$ cat src/rtl/sd_pkg.sv
// Shared types and constants for the LVDA/LVDC serial-data receiver.
package sd_pkg;
    typedef enum logic {
        SD_IDLE  = 1'b0,
        SD_SHIFT = 1'b1
    } sd_state_t;

    localparam int SD_WORD_BITS = 26;

    function automatic int sd_cnt_w(input int width);
        return $clog2(width + 2);
    endfunction
endpackage

$ cat src/rtl/sd_shift_reg.sv
// Serial-in shift register and bit counter. A load starts a new frame and
// takes priority over clear.
module sd_shift_reg #(
    parameter int NBITS = 26,
    parameter int CW    = 5
) (
    input  logic             i_clk,
    input  logic             i_rst,
    input  logic             i_clear,
    input  logic             i_load,
    input  logic             i_shift,
    input  logic             i_bit,
    output logic [NBITS-1:0] o_data,
    output logic [CW-1:0]    o_cnt
);
    logic [NBITS-1:0] r_data;
    logic [CW-1:0]    r_cnt;

    always_ff @(posedge i_clk or posedge i_rst) begin
        if (i_rst) begin
            r_data <= '0;
            r_cnt  <= '0;
        end else if (i_load) begin
            r_data <= {{(NBITS-1){1'b0}}, i_bit};
            r_cnt  <= CW'(1);
        end else if (i_shift) begin
            r_data <= {r_data[NBITS-2:0], i_bit};
            r_cnt  <= r_cnt + 1'b1;
        end else if (i_clear) begin
            r_data <= '0;
            r_cnt  <= '0;
        end
    end

    assign o_data = r_data;
    assign o_cnt  = r_cnt;
endmodule

$ cat src/rtl/sd_receiver.sv
// Serial-data receiver: MSB-first word assembly, one-deep holding register
// with valid/ack handshake, sticky error flags. Odd parity with SD_PARITY_EN.
module sd_receiver
    import sd_pkg::*;
#(
    parameter int WIDTH = SD_WORD_BITS
) (
    input  logic             SIM_CLK,
    input  logic             SIM_RST,
    input  logic             SER_DATA,
    input  logic             BIT_STB,
    input  logic             WORD_STB,
    input  logic             WORD_ACK,
    input  logic             ERR_CLR,
    output logic [WIDTH-1:0] WORD,
    output logic             WORD_VALID,
    output logic             OVERRUN,
    output logic             FRAME_ERR
`ifdef SD_PARITY_EN
    ,
    output logic             PAR_ERR
`endif
);
`ifdef SD_PARITY_EN
    localparam int N = WIDTH + 1;
`else
    localparam int N = WIDTH;
`endif
    localparam int CW = sd_cnt_w(WIDTH);

    sd_state_t        r_state;
    logic             r_done;
    logic [N-1:0]     w_sr;
    logic [CW-1:0]    w_cnt;
    logic             w_start;
    logic             w_shift;
    logic             w_last;
    logic [WIDTH-1:0] w_word;

    assign w_start = BIT_STB & WORD_STB;
    assign w_shift = BIT_STB & ~WORD_STB & (r_state == SD_SHIFT);
    assign w_last  = w_shift & (w_cnt == CW'(N - 1));

    // The counter is cleared on the same edge the holding register reads the
    // completed frame, so the word is still intact for that load.
    sd_shift_reg #(.NBITS(N), .CW(CW)) u_sr (
        .i_clk   (SIM_CLK),
        .i_rst   (SIM_RST),
        .i_clear (r_done),
        .i_load  (w_start),
        .i_shift (w_shift),
        .i_bit   (SER_DATA),
        .o_data  (w_sr),
        .o_cnt   (w_cnt)
    );

`ifdef SD_PARITY_EN
    assign w_word = w_sr[N-1:1];
`else
    assign w_word = w_sr;
`endif

    always_ff @(posedge SIM_CLK or posedge SIM_RST) begin
        if (SIM_RST) begin
            r_state   <= SD_IDLE;
            r_done    <= 1'b0;
            FRAME_ERR <= 1'b0;
        end else begin
            r_done <= w_last;
            case (r_state)
                SD_IDLE:  if (w_start) r_state <= SD_SHIFT;
                SD_SHIFT: if (w_last)  r_state <= SD_IDLE;
                default:  r_state <= SD_IDLE;
            endcase
            if (w_start && r_state == SD_SHIFT) FRAME_ERR <= 1'b1;
            else if (ERR_CLR)                   FRAME_ERR <= 1'b0;
        end
    end

    always_ff @(posedge SIM_CLK or posedge SIM_RST) begin
        if (SIM_RST) begin
            WORD       <= '0;
            WORD_VALID <= 1'b0;
            OVERRUN    <= 1'b0;
`ifdef SD_PARITY_EN
            PAR_ERR    <= 1'b0;
`endif
        end else begin
            if (r_done && (!WORD_VALID || WORD_ACK)) begin
                WORD       <= w_word;
                WORD_VALID <= 1'b1;
            end else if (WORD_ACK) begin
                WORD_VALID <= 1'b0;
            end
            if (r_done && WORD_VALID && !WORD_ACK) OVERRUN <= 1'b1;
            else if (ERR_CLR)                      OVERRUN <= 1'b0;
`ifdef SD_PARITY_EN
            // Odd parity: total ones over data plus parity bit must be odd.
            if (r_done && !(^w_sr)) PAR_ERR <= 1'b1;
            else if (ERR_CLR)       PAR_ERR <= 1'b0;
`endif
        end
    end
endmodule
$ cat config.mk
export PLATFORM = sky130hd
export DESIGN_NAME = sd_receiver
export DESIGN_NICKNAME = d
export VERILOG_FILES = /design/src/rtl/sd_pkg.sv /design/src/rtl/sd_shift_reg.sv /design/src/rtl/sd_receiver.sv
export SDC_FILE = /design/constraint.sdc
export NUM_CORES = 1
export LEC_CHECK = 0
export ABC_CLOCK_PERIOD_IN_PS = 1950
export CAP_MARGIN = 20
export CORE_MARGIN = 8
export CORE_UTILIZATION = 25
export DETAILED_ROUTE_END_ITERATION = 12
export GPL_TIMING_DRIVEN = 0
export PLACE_DENSITY_LB_ADDON = 0.25
export SYNTH_ARGS = -nofsm -noshare
export SYNTH_HDL_FRONTEND = slang
export SYNTH_SLANG_ARGS = --single-unit
$ cat constraint.sdc
create_clock -name SIM_CLK -period 1.95 [get_ports SIM_CLK]
set_input_delay 0.39 -clock SIM_CLK [delete_from_list [all_inputs] [get_ports SIM_CLK]]
set_output_delay 0.39 -clock SIM_CLK [all_outputs]
set_load 0.005 [all_outputs]
==> results.json <==
{
  "netlist_top_cells_area": "dfrtp_1 65%, mux2_2 13%, a22o_2 11%",
  "outcome": "finished, final reports clean",
  "grt_pass1_vias": 1499,
  "ys_ff_latch": 62,
  "postCtsHoldBufs": 0,
  "critPathKind": "in2reg",
  "finalSetupViolations": 0,
  "clockPowerShare_pct": 39.0,
  "synthArstFlopShare_pct": 100,
  "cts_tree": "built",
  "cp.arrival_ns": 1.95,
  "ctsLongestPathBuffers": 2,
  "htreeDepth": 3,
  "synth_area_um2": 2390,
  "cts.clk_slew.worst_paths_ns": 0.06,
  "synth_fp_nets": 167,
  "rsz0062_at_grt": "no",
  "core_area_um2": 9240,
  "post_cts_buffers": 0,
  "grt_pass1_wl_um": 7830,
  "ir_drop_mv": 0.374,
  "sw_frac_of_total_pct": 22.7,
  "p_leak_nw": 1.45,
  "setup_tns_ns": 0,
  "area_growth_pct": 28.7,
  "r2r-start": "r_state",
  "switching_power_mw": 0.539,
  "avgSynthCellArea_um2": 15.1,
  "fmax_mhz": 596,
  "dieArea_um2": 12900,
  "synth_largest_area_cell": "dfrtp_1",
  "yosys-top-cells-count": "62 x dfrtp_1, 27 x a22o_2, 27 x mux2_2",
  "grt_overflow": 0,
  "routed_wl_um": 4670,
  "pwr-share-seq_pct": 55.8,
  "synth-edff-count": 0,
  "cts_made_buffers": 9,
  "grt_usage_pct": 7.84,
  "hold_viol_final": 0,
  "cts_root_buf": "clkbuf_8",
  "comb_power_share_pct": 5.3,
  "nFillCells": 957,
  "ys_warn_count": 0,
  "start_kind": "primary input",
  "place_congestion": 0.681,
  "worstSetupEndpointType": "register",
  "power.density_nw_per_um2": 772,
  "crit_fanout": 10,
  "die-height_um": 114,
  "via_count": 1439,
  "nets": 214,
  "min_period_over_period_pct": 86.0,
  "slew_viol_final": 0,
  "skew_ns": 0.00652,
  "drt-vias-per-instance": 4.27,
  "rr_worst_depth": 4,
  "wire_per_inst_um": 13.9,
  "reg2reg_slack_ns": 0.48,
  "ys_types": 24,
  "max_slew_margin_pct": 60.4,
  "post_cts_resized": 0,
  "required_ns": 2.22,
  "io_pins": 36,
  "start_util_pct": 25.9,
  "grt_max_degree": 36,
  "antenna_left": 0,
  "worstMarginPinSlew_ns": 0.593,
  "ys.flop_type": "dfrtp_1",
  "portBuffers": 35,
  "power_mw": 2.38,
  "n_antenna_cell": 0,
  "dieWidth_um": 114,
  "clock-sinks": 62,
  "synth_top_area_share_pct": 64.9,
  "hp-class": "in2async",
  "ys_seq_area_share_pct": 64.9,
  "maxCapViolCount": 0,
  "fp-row-count": 35,
  "drc": 0,
  "clk_latency_ns": 0.33,
  "drt_pass1_iterations": 4,
  "min_period_ns": 1.68,
  "synthCells": 158,
  "final_layout_size_suffix_gt1_share_pct": 37.5,
  "drt_iter0_drc": 45,
  "yosys.cell_count.top_type": "dfrtp_1",
  "r2r-end": "u_sr.o_data[14]",
  "p_int_mw": 1.84,
  "antenna_found_initial": 0,
  "dp_hpwl_um": 3140
}
-- state kept, by name (all words and copies together) (netlist names) --
register	count
FRAME_ERR	1
OVERRUN	1
WORD	26
WORD_VALID	1
r_done	1
r_state	1
u_sr.o_cnt	5
u_sr.o_data	26
-- cell families after synthesis --
kind of cell | Yosys count | synth area share (%)
AND/OR/NAND/NOR | 16 | 3.66
buffers and inverters | 13 | 2.88
XOR/XNOR | 2 | 0.733
multiplexers | 27 | 12.7
adder cells (fa/ha/maj) | 2 | 1.05
AO/OA/AOI/OAI | 36 | 14.1
flip-flops | 62 | 64.9
-- metal layers --
metal | part of all wire, % | GRT usage (%) | vias up
met5 | 0 | 0 | -
met4 | 1.7 | 3.19 | 0
met3 | 8.5 | 4.60 | 9
met2 | 41 | 10.7 | 40
met1 | 48 | 9.75 | 721
li1 | - | - | 669
-- placed cells by master, fill, tap and decap left out, types with 3 or more instances in the layout --
cell type	n
a22o_2	27
dfrtp_1	62
nand2_1	4
nand3_1	3
mux2_2	27
buf_2	4
inv_1	6
clkdlybuf4s50_1	35
clkbuf_8	10
-- through the flow --
stage | instance area (um^2) | util (%) | setup slack (ns) | std cells | hold slack [ns]
global placement | 2900 | 31.4 | -1.15 | 322 | 0.490
global route | 3080 | 33.3 | 0.176 | 337 | 0.518
floorplan | 2390 | - | 0.0186 | 158 | 0.473
finish | 3080 | 33.3 | 0.272 | 337 | 0.448
CTS | 3080 | 33.3 | 0.278 | 337 | 0.458
detailed placement | 2920 | 31.6 | -0.0807 | 323 | 0.494
-- how the worst max path moves through the flow --
| stage | start | end | depth (start not counted) |
|---|---|---|---|
| after floorplan | SIM_RST | FRAME_ERR | 1 |
| after global placement | SIM_RST | WORD[6] | 2 |
| after detailed placement | WORD_ACK | WORD[18] | 5 |
| after CTS | WORD_ACK | WORD[18] | 5 |
| after global routing | BIT_STB | u_sr.o_data[2] | 5 |
| final | BIT_STB | u_sr.o_data[14] | 5 |
-- final cells by class --
class	instances	area [um^2]	share of cell area [%]
multi-input cells	83	771	25.0
inverters	7	26.3	0.854
clock inverters	2	10.0	0.325
repair buffers	36	370	12.0
flip-flops and latches	62	1550	50.4
clock buffers	12	145	4.72
plain buffers	6	42.5	1.38
well taps	129	161	5.24
-- critical path: stages --
cell	delay, ns
clkdlybuf4s50_1	0.59
nand2_1	0.12
nor2_2	0.38
buf_2	0.30
a22o_2	0.16
-- power by group through the flow --
stage	Clock [mW]	Sequential [mW]	Combinational, mW
2_1_floorplan	0	1.34	0.0802
3_3_place_gp	0	1.35	0.119
3_5_place_dp	0	1.35	0.127
4_1_cts	0.969	1.33	0.130
5_1_grt	1.03	1.33	0.141
6_report	0.927	1.33	0.125
No activity file was read; power rests on OpenSTA's default activity.
